**config.mk**
```make
export PLATFORM = sky130hd
export DESIGN_NAME = td4_core
export DESIGN_NICKNAME = d
export VERILOG_FILES = /design/src/rtl/td4_pkg.sv /design/src/rtl/td4_alu.sv /design/src/rtl/td4_core.sv
export SDC_FILE = /design/constraint.sdc
export NUM_CORES = 1
export LEC_CHECK = 0
export CORE_ASPECT_RATIO = 0.5
export CORE_MARGIN = 2
export CORE_UTILIZATION = 45
export CTS_CLUSTER_DIAMETER = 50
export DETAILED_ROUTE_END_ITERATION = 8
export PLACE_DENSITY = 0.7
export SKIP_LAST_GASP = 1
export SYNTH_ARGS = -nofsm -noshare
export SYNTH_HDL_FRONTEND = slang
export SYNTH_SLANG_ARGS = --single-unit
```
**constraint.sdc**
```tcl
create_clock -name clk -period 3 [get_ports clk]
set_input_delay 0.9 -clock clk [delete_from_list [all_inputs] [get_ports clk]]
set_output_delay 0.9 -clock clk [all_outputs]
set_load 0.1 [all_outputs]
```
**src/rtl/td4_pkg.sv**
```systemverilog
// td4_pkg: shared definitions for the TD4 execution core.
//   - nibble_t      : 4-bit datapath word
//   - OP_*          : instruction opcodes (upper instruction nibble)
//   - state_e       : core sequencing FSM states
//   - alu_src_e     : operand select for the adder
//   - next_seq_pc() : sequential program counter advance (wraps 15 -> 0)
package td4_pkg;

    typedef logic [3:0] nibble_t;

    localparam nibble_t OP_ADD_A    = 4'b0000;
    localparam nibble_t OP_MOV_A_B  = 4'b0001;
    localparam nibble_t OP_IN_A     = 4'b0010;
    localparam nibble_t OP_MOV_A_IM = 4'b0011;
    localparam nibble_t OP_MOV_B_A  = 4'b0100;
    localparam nibble_t OP_ADD_B    = 4'b0101;
    localparam nibble_t OP_IN_B     = 4'b0110;
    localparam nibble_t OP_MOV_B_IM = 4'b0111;
    localparam nibble_t OP_OUT_B    = 4'b1001;
    localparam nibble_t OP_OUT_IM   = 4'b1011;
    localparam nibble_t OP_JNC      = 4'b1110;
    localparam nibble_t OP_JMP      = 4'b1111;

    typedef enum logic [1:0] {
        ST_FETCH = 2'b00,
        ST_EXEC  = 2'b01,
        ST_WAIT  = 2'b10,
        ST_HALT  = 2'b11
    } state_e;

    typedef enum logic [1:0] {
        SRC_ZERO = 2'b00,
        SRC_A    = 2'b01,
        SRC_B    = 2'b10,
        SRC_IN   = 2'b11
    } alu_src_e;

    // 4-bit address space: the increment wraps naturally from 15 to 0.
    function automatic nibble_t next_seq_pc(input nibble_t pc);
        return pc + 4'd1;
    endfunction

endpackage

```
**src/rtl/td4_alu.sv**
```systemverilog
// td4_alu: combinational operand mux and 4-bit adder for the TD4 core.
// Ports:
//   src_sel  in  operand select (zero, A, B, in_port)
//   reg_a    in  register A
//   reg_b    in  register B
//   in_port  in  external input switches
//   imm      in  immediate addend
//   sum      out 4-bit sum, wraps mod 16
//   carry    out bit 4 of the 5-bit sum
module td4_alu
    import td4_pkg::*;
(
    input  alu_src_e   src_sel,
    input  logic [3:0] reg_a,
    input  logic [3:0] reg_b,
    input  logic [3:0] in_port,
    input  logic [3:0] imm,
    output logic [3:0] sum,
    output logic       carry
);

    nibble_t    operand_s;
    logic [4:0] sum_wide_s;

    // Select the adder operand; moves and loads use a zero operand or a zero addend.
    always_comb begin
        operand_s = 4'd0;
        case (src_sel)
            SRC_ZERO: operand_s = 4'd0;
            SRC_A:    operand_s = reg_a;
            SRC_B:    operand_s = reg_b;
            SRC_IN:   operand_s = in_port;
            default:  operand_s = 4'd0;
        endcase
    end

    assign sum_wide_s = {1'b0, operand_s} + {1'b0, imm};
    assign sum        = sum_wide_s[3:0];
    assign carry      = sum_wide_s[4];

endmodule

```
**src/rtl/td4_core.sv**
```systemverilog
// td4_core: TD4 execution core. Fetches one instruction per instruction
// period from program memory at pc_out, decodes it and commits the result
// to A, B, the output latch, the carry flag and the PC.
//
// Sequencing: FETCH (latch IR) -> EXEC (commit) -> WAIT (CYCLE_DIV-2 clocks,
// skipped when CYCLE_DIV == 2) -> FETCH. run=0 freezes everything.
//
// Parameters:
//   CYCLE_DIV   clocks per instruction period, 2..65535
// Ports:
//   clk         system clock, rising edge
//   rst         synchronous active-high reset
//   run         execution enable
//   opcode      instruction upper nibble read at pc_out
//   immediate   instruction lower nibble read at pc_out
//   in_port     input switches, sampled at the EXEC edge
//   pc_out      program counter / memory address
//   reg_a       register A
//   reg_b       register B
//   out_port    output latch
//   carry       carry flag
//   retire      one-cycle pulse per committed instruction
//   halted      self-loop halt detected
//
// Build option: define TD4_HALT_EN to stop the core on a JMP to its own
// address (HALT state, halted=1 until rst). Without it halted is tied 0.
module td4_core
    import td4_pkg::*;
#(
    parameter int unsigned CYCLE_DIV = 2
) (
    input  logic       clk,
    input  logic       rst,
    input  logic       run,
    input  logic [3:0] opcode,
    input  logic [3:0] immediate,
    input  logic [3:0] in_port,
    output logic [3:0] pc_out,
    output logic [3:0] reg_a,
    output logic [3:0] reg_b,
    output logic [3:0] out_port,
    output logic       carry,
    output logic       retire,
    output logic       halted
);

    // A WAIT phase only exists when the period is longer than FETCH+EXEC.
    localparam bit          HAS_WAIT  = (CYCLE_DIV > 2);
    localparam logic [15:0] WAIT_LAST = (CYCLE_DIV > 2) ? 16'(CYCLE_DIV - 3) : 16'd0;

    state_e      state_r;
    state_e      state_next_s;
    logic [7:0]  ir_r;
    logic [15:0] wait_cnt_r;
    nibble_t     pc_r;
    nibble_t     reg_a_r;
    nibble_t     reg_b_r;
    nibble_t     out_r;
    logic        carry_r;
    logic        retire_r;

    nibble_t     ir_op_s;
    nibble_t     ir_imm_s;
    logic        fetch_s;
    logic        commit_s;
    logic        wait_step_s;
    logic        wait_done_s;
    logic        halt_hit_s;

    alu_src_e    alu_src_s;
    nibble_t     alu_imm_s;
    nibble_t     alu_sum_s;
    logic        alu_carry_s;
    logic        wr_a_s;
    logic        wr_b_s;
    logic        wr_out_s;
    logic        use_alu_carry_s;
    nibble_t     out_val_s;
    nibble_t     pc_next_s;
    logic        carry_next_s;

    assign ir_op_s     = ir_r[7:4];
    assign ir_imm_s    = ir_r[3:0];
    assign wait_done_s = (wait_cnt_r == WAIT_LAST);

`ifdef TD4_HALT_EN
    // The PC still holds the JMP's own address during EXEC.
    assign halt_hit_s = (ir_op_s == OP_JMP) && (ir_imm_s == pc_r);
`else
    assign halt_hit_s = 1'b0;
`endif

    td4_alu u_alu (
        .src_sel (alu_src_s),
        .reg_a   (reg_a_r),
        .reg_b   (reg_b_r),
        .in_port (in_port),
        .imm     (alu_imm_s),
        .sum     (alu_sum_s),
        .carry   (alu_carry_s)
    );

    // FSM state register.
    always_ff @(posedge clk) begin
        if (rst) begin
            state_r <= ST_FETCH;
        end else begin
            state_r <= state_next_s;
        end
    end

    // FSM next-state logic; run=0 holds every state except HALT.
    always_comb begin
        state_next_s = state_r;
        case (state_r)
            ST_FETCH: begin
                if (run) begin
                    state_next_s = ST_EXEC;
                end else begin
                    state_next_s = ST_FETCH;
                end
            end
            ST_EXEC: begin
                if (!run) begin
                    state_next_s = ST_EXEC;
                end else if (halt_hit_s) begin
                    state_next_s = ST_HALT;
                end else if (HAS_WAIT) begin
                    state_next_s = ST_WAIT;
                end else begin
                    state_next_s = ST_FETCH;
                end
            end
            ST_WAIT: begin
                if (run && wait_done_s) begin
                    state_next_s = ST_FETCH;
                end else begin
                    state_next_s = ST_WAIT;
                end
            end
            ST_HALT: begin
`ifdef TD4_HALT_EN
                state_next_s = ST_HALT;
`else
                state_next_s = ST_FETCH;
`endif
            end
            default: state_next_s = ST_FETCH;
        endcase
    end

    // FSM outputs: per-state strobes gated by run.
    always_comb begin
        fetch_s     = 1'b0;
        commit_s    = 1'b0;
        wait_step_s = 1'b0;
        case (state_r)
            ST_FETCH: fetch_s     = run;
            ST_EXEC:  commit_s    = run;
            ST_WAIT:  wait_step_s = run;
            ST_HALT:  fetch_s     = 1'b0;
            default:  fetch_s     = 1'b0;
        endcase
    end

    // Instruction decode; anything unlisted is a NOP (pc+1, carry cleared).
    always_comb begin
        alu_src_s       = SRC_ZERO;
        alu_imm_s       = ir_imm_s;
        wr_a_s          = 1'b0;
        wr_b_s          = 1'b0;
        wr_out_s        = 1'b0;
        use_alu_carry_s = 1'b0;
        out_val_s       = reg_b_r;
        pc_next_s       = next_seq_pc(pc_r);
        case (ir_op_s)
            OP_ADD_A: begin
                alu_src_s       = SRC_A;
                wr_a_s          = 1'b1;
                use_alu_carry_s = 1'b1;
            end
            OP_ADD_B: begin
                alu_src_s       = SRC_B;
                wr_b_s          = 1'b1;
                use_alu_carry_s = 1'b1;
            end
            OP_MOV_A_IM: wr_a_s = 1'b1;
            OP_MOV_B_IM: wr_b_s = 1'b1;
            // Register moves and input loads pass the operand through unchanged.
            OP_MOV_A_B: begin
                alu_src_s = SRC_B;
                alu_imm_s = 4'd0;
                wr_a_s    = 1'b1;
            end
            OP_MOV_B_A: begin
                alu_src_s = SRC_A;
                alu_imm_s = 4'd0;
                wr_b_s    = 1'b1;
            end
            OP_IN_A: begin
                alu_src_s = SRC_IN;
                alu_imm_s = 4'd0;
                wr_a_s    = 1'b1;
            end
            OP_IN_B: begin
                alu_src_s = SRC_IN;
                alu_imm_s = 4'd0;
                wr_b_s    = 1'b1;
            end
            OP_OUT_B: begin
                wr_out_s  = 1'b1;
                out_val_s = reg_b_r;
            end
            OP_OUT_IM: begin
                wr_out_s  = 1'b1;
                out_val_s = ir_imm_s;
            end
            OP_JMP: pc_next_s = ir_imm_s;
            // JNC looks at the carry left by the previous instruction.
            OP_JNC: begin
                if (!carry_r) begin
                    pc_next_s = ir_imm_s;
                end else begin
                    pc_next_s = next_seq_pc(pc_r);
                end
            end
            default: pc_next_s = next_seq_pc(pc_r);
        endcase
    end

    assign carry_next_s = use_alu_carry_s & alu_carry_s;

    // Instruction register: captured at the end of the FETCH cycle.
    always_ff @(posedge clk) begin
        if (rst) begin
            ir_r <= 8'd0;
        end else if (fetch_s) begin
            ir_r <= {opcode, immediate};
        end
    end

    // Architectural state: every field updates together at the EXEC edge.
    always_ff @(posedge clk) begin
        if (rst) begin
            pc_r    <= 4'd0;
            reg_a_r <= 4'd0;
            reg_b_r <= 4'd0;
            out_r   <= 4'd0;
            carry_r <= 1'b0;
        end else if (commit_s) begin
            pc_r    <= pc_next_s;
            carry_r <= carry_next_s;
            if (wr_a_s) begin
                reg_a_r <= alu_sum_s;
            end
            if (wr_b_s) begin
                reg_b_r <= alu_sum_s;
            end
            if (wr_out_s) begin
                out_r <= out_val_s;
            end
        end
    end

    // Retire pulse: high for the one cycle after each commit.
    always_ff @(posedge clk) begin
        if (rst) begin
            retire_r <= 1'b0;
        end else begin
            retire_r <= commit_s;
        end
    end

    // Divider counter: counts WAIT cycles and rearms to zero on exit.
    always_ff @(posedge clk) begin
        if (rst) begin
            wait_cnt_r <= 16'd0;
        end else if (wait_step_s) begin
            if (wait_done_s) begin
                wait_cnt_r <= 16'd0;
            end else begin
                wait_cnt_r <= wait_cnt_r + 16'd1;
            end
        end
    end

`ifdef TD4_HALT_EN
    logic halted_r;

    // Halt flag: set by the committed self-JMP, cleared only by reset.
    always_ff @(posedge clk) begin
        if (rst) begin
            halted_r <= 1'b0;
        end else if (commit_s && halt_hit_s) begin
            halted_r <= 1'b1;
        end
    end

    assign halted = halted_r;
`else
    assign halted = 1'b0;
`endif

    assign pc_out   = pc_r;
    assign reg_a    = reg_a_r;
    assign reg_b    = reg_b_r;
    assign out_port = out_r;
    assign carry    = carry_r;
    assign retire   = retire_r;

endmodule

```
Word-level counts from Yosys, hierarchy flattened. Cells that the tools add are included.

Output and inout bits: 19. Input bits: 15. Register bits: 44. Word-level logic and storage cells: 64.

Equal/unequal tests: 17. Muxes and demuxes: 18. Bitwise gates (word level): 1. $add $sub $neg: 3. Reduce and logical (&&, ||, !) cells: 16.

Operators by type and width (count): $add 16x1->16 const B (1); $eq 4x3->1 const B (4); $eq 4x4->1 const B (4); $logic_not 16->1 (1); $mux 16 (1); $pmux 4 s4 (1); $mux 4 (3); $reduce_or 4->1 (3); $reduce_or 2->1 (5); $mux 1 (9); $eq 2x2->1 const B (4); $eq 4x2->1 const B (2); $pmux 2 s4 (1); $pmux 4 s2 (1); $pmux 2 s3 (1); $reduce_and 2->1 (3); $add 4x4->5 (1); $add 4x1->4 const B (1); $eq 2x1->1 const B (2); $eq 4x1->1 const B (1); $logic_not 2->1 (2); $logic_not 4->1 (1); $mux 2 (1); $and 1x1->1 (1); $logic_and 1x1->1 (1).

Logic depth before layout (Yosys ltp). Gate-level depths: netlist of run 1.

Depth after elaboration: 7. Mapped depth: 12.

Modules after synthesis. From an unflattened synthesis of run 1, not the netlist that was laid out.

Cell total of the unflattened synthesis: 258. Area total of the unflattened synthesis: 2288.4 um2.

Modules (own cells, without submodules): td4_core (times used 1, area each 2050.7 um2, cells an instance 233); td4_alu (times used 1, area each 237.7 um2, cells an instance 25).

Least setup slack after synthesis of run 1. Ideal clock, no wire load.

Path kind: register to register. From: register reg_a_r[0], in the netlist reg_a[0]. To: register carry_r, in the netlist carry. Path slack: 559 ps. Stages on the path, launching flop included: 12. Data required time: 2929 ps. Data arrival time: 2371 ps. Path through: dfxtp_1 mux2i_1 nor2_1 a21oi_1 nor2_1 ha_1 inv_1 fa_1 nor2b_1 o21a_1 o211ai_1 a21oi_1.

Word-level cells in the longest chain between the ends: 3.

Ends and longest elaborated chain: start, declared (line td4_core.sv:56) `nibble_t reg_a_r;`; start signal, assigned (line td4_core.sv:254) `reg_a_r <= alu_sum_s;`; $pmux 4 s4 (line td4_alu.sv:28) `case (src_sel)`; $add 4x4->5 (line td4_alu.sv:37) `assign sum_wide_s = {1'b0, operand_s} + {1'b0, imm};`; $and 1x1->1 (line td4_core.sv:231) `assign carry_next_s = use_alu_carry_s & alu_carry_s;`; end signal, assigned (line td4_core.sv:252) `carry_r <= carry_next_s;`; end, declared (line td4_core.sv:59) `logic carry_r;`.

Every way passes these cells. A chain may end at the register's enable or synchronous reset.

Final worst setup path of run 1.
From: input port in_port[1]. To: register reg_a_r[3], in the netlist reg_a[3].

Word-level cells in the longest chain between the ends: 2.

Ends and longest elaborated chain: start, declared (line td4_core.sv:37) `input logic [3:0] in_port,`; $pmux 4 s4 (line td4_alu.sv:28); $add 4x4->5 (line td4_alu.sv:37).

Every way passes these cells.

==> results of run 1 <==
## sequential cells by signal, indices dropped and copies added (netlist names)
register / cells
reg_b: 4
retire: 1
carry: 1
pc_out: 4
out_port: 4
wait_cnt_r: 16
ir_r: 8
reg_a: 4
state_r: 2
## final timing paths
kind              start       end  slack [ps]  cells past startpoint
max          in_port[1]  reg_a[3]         370                      9
min               carry     carry         500                      2
max reg2reg     ir_r[5]  reg_a[3]         660                     10
min reg2reg       carry     carry         500                      2
## critical path: stages
cell and delay (ps):
clkdlybuf4s50_1 460, mux2i_1 70, o21ai_0 220, nor2b_1 180
ha_1 240, a21o_1 180, a21oi_1 260, nand3b_1 150
o311ai_0 130
## layout make-up
type	instances	area [sq um]
clock buffers	7	96.3
fillers	487	2230
inverters	17	63.8
multi-input cells	204	1350
flip-flops and latches	44	881
well taps	70	87.6
repair buffers	40	335
## report_power, final
group          switching [mW]  internal (mW)
combinational           0.115         0.0715
clock                   0.201          0.205
sequential             0.0194          0.597
total                   0.336          0.874
## cells by family after synthesis
family | count (synthesis) | synth area share
compound gates | 40 | 0.103
xor+xnor | 17 | 0.0619
fa+ha+maj | 8 | 0.0448
mux | 17 | 0.0708
simple gates | 121 | 0.282
flops | 44 | 0.366
other cells | 1 | 0.00156
buf+inv | 35 | 0.0703
## routing by layer
metal	wire, um	up-vias
met1	2580	970
li1	-	1039
met2	2390	37
met4	51	0
met3	192	7
met5	0	-
## cell usage in the layout, fill, tap and decap left out, types with 2 or more instances in the layout
| cell | instances |
|---|---|
| nor3_2 | 2 |
| ha_1 | 7 |
| xnor2_1 | 14 |
| a211oi_1 | 2 |
| nor2_2 | 4 |
| a21oi_1 | 16 |
| dfxtp_1 | 44 |
| a32o_1 | 2 |
| nand3b_1 | 2 |
| nor3_1 | 9 |
| inv_1 | 17 |
| o21ai_0 | 7 |
| nor2b_1 | 3 |
| nor3b_2 | 2 |
| nand4_1 | 4 |
| nand3_1 | 11 |
| xor2_1 | 3 |
| buf_4 | 26 |
| clkdlybuf4s50_1 | 14 |
| nor4b_1 | 2 |
| nor2_1 | 43 |
| and3_1 | 4 |
| nand4b_1 | 2 |
| nand2b_1 | 3 |
| o22ai_1 | 4 |
| clkbuf_8 | 7 |
| nor4_1 | 8 |
| mux2i_1 | 17 |
| nand2_1 | 13 |
==> results by group, run 1 <==
GRT
  – GRT met3 Usage: 0.0445
  – Met2 Use GR: 0.298
  – GR Util met1: 0.250
  – Tot GR Track Use: 0.185
  – Wire length of the first global-routing pass: 8.99 mm
  – Pin count of the biggest net entering global routing: 29
  – Vias in the first global route: 1942
  – Total congestion overflow: 0
  – Initial antenna violation count: 0
  – Busiest grt layer: met2

Power
  – PwrDens: 429 nW/um^2
  – Pwr Total: 1.21 mW
  – Lkg Pwr: 1.08 nW
  – Peak VDD IR: 0.186 mV

Drt
  – Drt via density: 5.37
  – Final wirelength: 5.22 mm
  – Wire per inst: 13.7 um
  – Initial DRC count: 89
  – Antenna-violating nets left: 0
  – Drt drc: 0
  – Drt pass-1 iters: 4
  – Vias: 2053

Yosys
  – Post-synth ARST share: 0
  – Post-synth top area share: 0.366
  – Synth area leaders: dfxtp_1 (37%), mux2i_1 (7.1%), nor2_1 (6.7%), xnor2_1 (5.1%), ha_1 (3.6%)
  – Post-Syn Area: 2400 sq um
  – Commonest cells in the netlist: dfxtp_1 (44), nor2_1 (43), inv_1 (17), mux2i_1 (17), a21oi_1 (16)
  – Synthesized flop and latch total: 44
  – Post-synth EDFFs: 0
  – Netlist cell types: 52
  – Yosys warning total: 0
  – Mapped Cells: 283
  – Synth Area per Inst: 8.49 sq um
  – Most frequent cell after synthesis: dfxtp_1
  – Biggest area consumer among synthesized cells: dfxtp_1
  – Post-Syn Nets: 306
  – Most used DFF post-synth: dfxtp_1
  – Register area share after synthesis: 0.366

Finish
  – Final net count: 335
  – Layout Utilization: 0.559
  – Final Cell Area: 2820 sq um
  – Fin cells: 382
  – Layout cells sized above 1: 0.147
  – Area Overhead vs Synth: 17.2%
  – # diodes: 0

Worst setup path
  – Startpoint Class: primary input
  – CP arrival: 2790 ps
  – Critical Path End Type: flop
  – Critical setup path kind: primary input to flop
  – Worst-path fanout max: 4
  – Worst Path Required: 3160 ps

Placement
  – GPL Wtd Cong: 0.848
  – DP Cell Count: 375
  – Port Buf Inserts: 32
  – Detailed placer's ending HPWL: 3.73 mm
  – Dpl cell area: 2720 sq um
  – Pre-CTS setup slack: 73.0 ps

Clock tree
  – CTS buffer count: 5
  – Clock root cell: clkbuf_8
  – CTS resizes: 0
  – H-tree depth: 2
  – CTS tree: built
  – Sink Count: 44
  – Clock latency on the worst-skew pair: 290 ps
  – Post-CTS Hold Fix Bufs: 0
  – Post-CTS repair timing setup buffer count: 0
  – Clock transition at path regs: 80 ps
  – Clock buffer depth: 2

Timing
  – Setup ws final: 370 ps
  – Final setup TNS: 0 ps
  – Min Tclk post-route: 2630 ps
  – RSZ-0062 raised after global routing: false
  – Final-report setup violation count: 0
  – Clock skew: 9.50 ps
  – Tightest hold margin: 500 ps
  – Fin. Hold Viols: 0
  – Fmax: 0.380 GHz
  – Slew Limit Fails: 0
  – Final period utilization: 0.877

Floorplanning
  – Initial core utilization: 0.476
  – Std-Cell Rows: 18
  – CORE AREA: 5040 sq um
  – Die area: 5980 sq um
  – Die height: 55.7 um
  – Chip Width: 107 um
  – Ports: 34

Flow run
  – Max cap viols: 0

Worst hold path
  – Hold Path Class: flop to flop

Run status
  – Status: complete, no violations
Note: power is estimated with default switching activity, not from simulation.
==> run 2: changes to the inputs <==
- REMOVE_ABC_BUFFERS: not set -> 1
==> results by group, run 2 (synthesis gave the netlist of run 1 again) <==
Clock tree
  – H-tree depth: 2 (unchanged)
  – Clock buffer depth: 2 (unchanged)
  – Clock latency on the worst-skew pair: 300 ps (about the same)
  – Post-CTS Hold Fix Bufs: 0 (unchanged)
  – CTS resizes: 0 (unchanged)
  – Clock root cell: clkbuf_8
  – Sink Count: 44 (unchanged)
  – Post-CTS repair timing setup buffer count: 0 (unchanged)
  – CTS buffer count: 5 (unchanged)
  – CTS tree: built
  – Clock transition at path regs: 80 ps (about the same)

Finish
  – FF+latch area: 881 sq um (unchanged)
  – # diodes: 0 (unchanged)
  – Most frequent cells in the layout: dfxtp_1 (44), nor2_1 (43), buf_4 (25), inv_1 (17), mux2i_1 (17)
  – Final net count: 334 (-0.30%)
  – Registers with the most flip-flops: wait_cnt_r (16), ir_r (8)
  – Layout cells sized above 1: 0.147 (unchanged)
  – Max reg flops: 16 (unchanged)
  – Area Overhead vs Synth: 16.8%
  – Number of fill cells: 479 (-1.6%)
  – Commonest non-fill, non-tap cell in the layout: dfxtp_1
  – Final Cell Area: 2810 sq um (-0.40%)
  – Area of the multi-input gates: 1350 sq um (unchanged)
  – Top reg by flops: wait_cnt_r
  – Fin cells: 382 (unchanged)

GRT
  – Pin count of the biggest net entering global routing: 29 (unchanged)
  – Total congestion overflow: 0 (unchanged)
  – Tot GR Track Use: 0.183 (-0.00180)
  – Vias in the first global route: 1930 (-0.62%)
  – Wire length of the first global-routing pass: 8.86 mm (-1.5%)
  – Initial antenna violation count: 0 (unchanged)

Placement
  – Port Buf Inserts: 32 (unchanged)
  – Detailed placer's ending HPWL: 3.75 mm (+0.58%)
  – GPL Wtd Cong: 0.854 (+0.72%)
  – DP Cell Count: 374 (-0.27%)
  – Dpl cell area: 2710 sq um (-0.28%)

Worst setup path
  – CP arrival: 2730 ps (-60 ps)
  – Crit path largest cell delay: 450 ps (about the same)
  – Worst-path fanout max: 4 (unchanged)
  – Critical setup path kind: primary input to flop
  – CP cell instances: clkdlybuf4s50_1 -> mux2i_1 -> o21ai_0 -> nor2b_1 -> ha_1 -> a21o_1 -> a21oi_1 -> nand3b_1 -> o311ai_0
  – Critical Path End Type: flop
  – Slowest-stage cell, CP: clkdlybuf4s50_1
  – Worst Path Required: 3170 ps (about the same)
  – Startpoint Class: primary input

Drt
  – Wire per inst: 13.6 um (-0.12%)
  – Drt drc: 0 (unchanged)
  – Initial DRC count: 57 (-36%)
  – Drt via density: 5.19 (-3.4%)
  – Final wirelength: 5.21 mm (-0.12%)
  – Vias: 1983 (-3.4%)
  – Drt pass-1 iters: 4 (unchanged)
  – Antenna-violating nets left: 0 (unchanged)

Power
  – Seq pwr share: 0.518 (+0.008)
  – Lkg Pwr: 1.07 nW (-0.43%)
  – Clk pwr share: 0.327 (-0.009)
  – Sw power: 0.338 mW (+0.69%)
  – Combinational fraction of design power: 0.156 (+0.002)
  – Peak VDD IR: 0.210 mV (+13%)
  – PwrDens: 424 nW/um^2 (-1.3%)
  – Sw frac: 0.284 (+0.00674)
  – Power Internal: 0.851 mW (-2.6%)

Timing
  – Final period utilization: 0.855 (-0.0217)
  – Slew Limit Fails: 0 (unchanged)
  – Fmax: 0.390 GHz (+2.5%)
  – RSZ-0062 raised after global routing: false
  – Final-report setup violation count: 0 (unchanged)
  – Final setup TNS: 0 ps (unchanged)
  – Fin. Hold Viols: 0 (unchanged)
  – Min Tclk post-route: 2570 ps (-65.2 ps)
  – Clock skew: 6.55 ps (-2.94 ps)

Floorplanning
  – Ports: 34 (unchanged)
  – Die height: 55.7 um (unchanged)
  – Std-Cell Rows: 18 (unchanged)
  – CORE AREA: 5040 sq um (unchanged)
  – Initial core utilization: 0.476 (unchanged)
  – Die area: 5980 sq um (unchanged)
  – Chip Width: 107 um (unchanged)

Flow run
  – Max cap viols: 0 (unchanged)

Worst hold path
  – Hold Path Class: flop to flop

Run status
  – Status: complete, no violations
-- run 2: changes by cell type in the layout (fill, tap and decap cells not counted), sizes merged --
cell / previous run / this run
buf: 26 / 25
clkbuf: 7 / 6
clkinv: 0 / 2
-- run 2: final timing paths --
| check | from | endpoint | slack [ps] | depth (start not counted) |
|---|---|---|---|---|
| worst max-delay path | in_port[1] | reg_a[3] | 430 | 9 |
| worst max register to register | ir_r[4] | reg_a[3] | 590 | 8 |
| worst min-delay path | carry | carry | 510 | 2 |
| worst min register to register | carry | carry | 510 | 2 |
-- run 2: layout make-up --
class | count | area share
inverter | 17 | 0.0227
clock inverter | 2 | 0.00357
clock buffer | 6 | 0.0294
tap | 70 | 0.0312
timing repair buffer | 39 | 0.117
multi-input combinational | 204 | 0.482
sequential | 44 | 0.314
-- run 2: per-stage QoR --
step	power, mW	worst slack, ps	util	hold WS [ps]
6_report	1.19	435	0.556	505
5_1_grt	1.24	254	0.556	536
4_1_cts	1.20	453	0.556	507
3_5_place_dp	0.813	145	0.538	491
3_3_place_gp	0.809	202	0.538	480
2_1_floorplan	0.747	554	-	506
-- run 2: power by group through the flow --
stage	Sequential, mW	Combinational (mW)	Clock [mW]
floorplan	0.664	0.0826	0
global placement	0.629	0.181	0
detailed placement	0.629	0.184	0
CTS	0.615	0.185	0.400
global route	0.619	0.200	0.421
finish	0.616	0.185	0.388
-- run 2: layer usage --
layer	up-vias	wire length, um	share of wire	track usage
li1	1031	-	-	-
met1	908	2570	0.49	0.252
met2	39	2390	0.46	0.294
met3	5	220	0.042	0.0422
met4	0	31	0.0060	0.0403
met5	-	0	0	0
-- run 2: worst max-delay path: cells and delay by family --
family | cells | cell delay [ps]
AND/OR/NAND/NOR | 2 | 320
AO/OA/AOI/OAI | 4 | 760
buffers and inverters | 1 | 450
multiplexers | 1 | 60
adder cells (fa/ha/maj) | 1 | 240
==> run 3: changes to the inputs <==
- CORE_MARGIN: 2 -> 5
==> results by group, run 3 (synthesis gave the netlist of run 1 again) <==
Run status
  – Status: complete, no violations

Finish
  – Most frequent cells in the layout: dfxtp_1 (44), nor2_1 (43), buf_4 (25), inv_1 (17), mux2i_1 (17)
  – FF+latch area: 881 sq um (unchanged)
  – Number of fill cells: 482 (+0.63%)
  – Commonest non-fill, non-tap cell in the layout: dfxtp_1
  – Top reg by flops: wait_cnt_r
  – Registers with the most flip-flops: wait_cnt_r (16), ir_r (8)
  – # diodes: 0 (unchanged)
  – Layout Utilization: 0.563 (+0.00670)
  – Area Overhead vs Synth: 18.2%
  – Layout cells sized above 1: 0.147 (unchanged)
  – Final net count: 334 (unchanged)
  – Max reg flops: 16 (unchanged)
  – Area of the multi-input gates: 1350 sq um (unchanged)

Clock tree
  – Clock latency on the worst-skew pair: 300 ps (about the same)
  – Sink Count: 44 (unchanged)
  – Clock buffer depth: 2 (unchanged)
  – Post-CTS Hold Fix Bufs: 0 (unchanged)
  – Clock root cell: clkbuf_8
  – H-tree depth: 2 (unchanged)
  – CTS resizes: 0 (unchanged)
  – CTS buffer count: 5 (unchanged)
  – CTS tree: built
  – Post-CTS repair timing setup buffer count: 0 (unchanged)
  – Clock transition at path regs: 90 ps (about the same)

Drt
  – Drt via density: 5.37 (+3.4%)
  – Final wirelength: 5.37 mm (+3.1%)
  – Drt pass-1 iters: 4 (unchanged)
  – Initial DRC count: 100 (+75%)
  – Drt drc: 0 (unchanged)
  – Vias: 2050 (+3.4%)
  – Antenna-violating nets left: 0 (unchanged)
  – Wire per inst: 14.1 um (+3.1%)

Timing
  – Clock skew: 4.84 ps (-1.72 ps)
  – Final-report setup violation count: 0 (unchanged)
  – Min Tclk post-route: 2540 ps (-26.0 ps)
  – Slew Limit Fails: 0 (unchanged)
  – Fin. Hold Viols: 0 (unchanged)
  – Tightest hold margin: 512 ps (+6.81 ps)
  – RSZ-0062 raised after global routing: false
  – Final setup TNS: 0 ps (unchanged)
  – Fmax: 0.394 GHz (+1.0%)
  – Final period utilization: 0.846 (-0.00868)

Floorplanning
  – Die area: 6990 sq um (+17%)
  – Ports: 34 (unchanged)
  – Chip Width: 113 um (+5.6%)
  – CORE AREA: 5040 sq um (unchanged)
  – Initial core utilization: 0.476 (unchanged)
  – Std-Cell Rows: 18 (unchanged)
  – Die height: 61.7 um (+11%)

GRT
  – Wire length of the first global-routing pass: 8.92 mm (+0.70%)
  – Tot GR Track Use: 0.161 (-0.0219)
  – Total congestion overflow: 0 (unchanged)
  – Vias in the first global route: 1891 (-2.0%)
  – Initial antenna violation count: 0 (unchanged)
  – Pin count of the biggest net entering global routing: 29 (unchanged)

Power
  – PwrDens: 457 nW/um^2 (+7.9%)
  – Pwr Total: 1.30 mW (+9.2%)
  – Lkg Pwr: 1.09 nW (+1.3%)
  – Peak VDD IR: 0.234 mV (+11%)

Flow run
  – Max cap viols: 0 (unchanged)

Worst setup path
  – CP arrival: 2710 ps (-20 ps)
  – Worst Setup SP: in_port[1]
  – Crit path largest cell delay: 450 ps (about the same)
  – Worst reg2reg path endpoint: reg_a[3]
  – Slowest-stage cell, CP: clkdlybuf4s50_1
  – Internal reg-to-reg setup slack: 620 ps (+30 ps)
  – Worst-path fanout max: 4 (unchanged)
  – Startpoint Class: primary input
  – Worst Path Required: 3170 ps (about the same)
  – CP cell instances: clkdlybuf4s50_1 -> mux2i_1 -> o21ai_0 -> nor2b_1 -> ha_1 -> a21o_1 -> a21oi_1 -> nand3b_1 -> o311ai_0
  – Critical setup path kind: primary input to flop
  – Crit path capture: reg_a[3]
  – Reg2reg path depth: 8 (unchanged)
  – Critical Path End Type: flop
  – R2R Path Start: ir_r[4]

Placement
  – GPL Wtd Cong: 0.840 (-1.6%)
  – Detailed placer's ending HPWL: 3.93 mm (+4.9%)
  – Port Buf Inserts: 32 (unchanged)

Worst hold path
  – Hold Path Class: flop to flop
## run 3: cell types whose count changed in the layout (fill, tap and decap cells not counted), sizes merged
cell    change
bufinv      +1
clkinv      -2
clkbuf      +1
## run 3: layer usage
layer / vias up / wire, um / GRT usage
li1: 1035 / - / -
met1: 968 / 2560 / 0.208
met2: 41 / 2450 / 0.270
met3: 6 / 309 / 0.0432
met4: 0 / 47 / 0.0497
met5: - / 0 / 0
## run 3: worst max-delay path: cells and delay by family
| kind | cells | cell delay (ps) |
|---|---|---|
| and+or+nand+nor | 2 | 320 |
| muxes | 1 | 60 |
| buffers and inverters | 1 | 450 |
| AOI/OAI and AO/OA | 4 | 740 |
| adders and majority gates | 1 | 240 |
## run 3: where the power goes
group | leakage (nW) | switching [mW] | internal (mW)
combinational | 0.665 | 0.114 | 0.0701
sequential | 0.356 | 0.0191 | 0.597
clock | 0.0645 | 0.204 | 0.294
## run 3: through the flow
step	setup slack, ps	area (sq um)	cells
6_report	461	2840	382
2_1_floorplan	554	2300	265
3_5_place_dp	131	2710	374
5_1_grt	278	2840	382
3_3_place_gp	200	2710	374
4_1_cts	454	2840	382
## run 3: layout make-up
type / count / share of cell area
clock buffers: 7 / 0.0339
clock inverters: 1 / 0.0106
inverters: 17 / 0.0225
multi-input cells: 204 / 0.477
flip-flops and latches: 44 / 0.310
well taps: 70 / 0.0308
repair buffers: 39 / 0.115
## run 3: worst min path at each step
stage,start,depth (start not counted),end
2_1_floorplan,wait_cnt_r[15],2,wait_cnt_r[15]
3_3_place_gp,carry,2,carry
3_5_place_dp,carry,2,carry
4_1_cts,carry,2,carry
5_1_grt,carry,2,carry
6_report,carry,2,carry
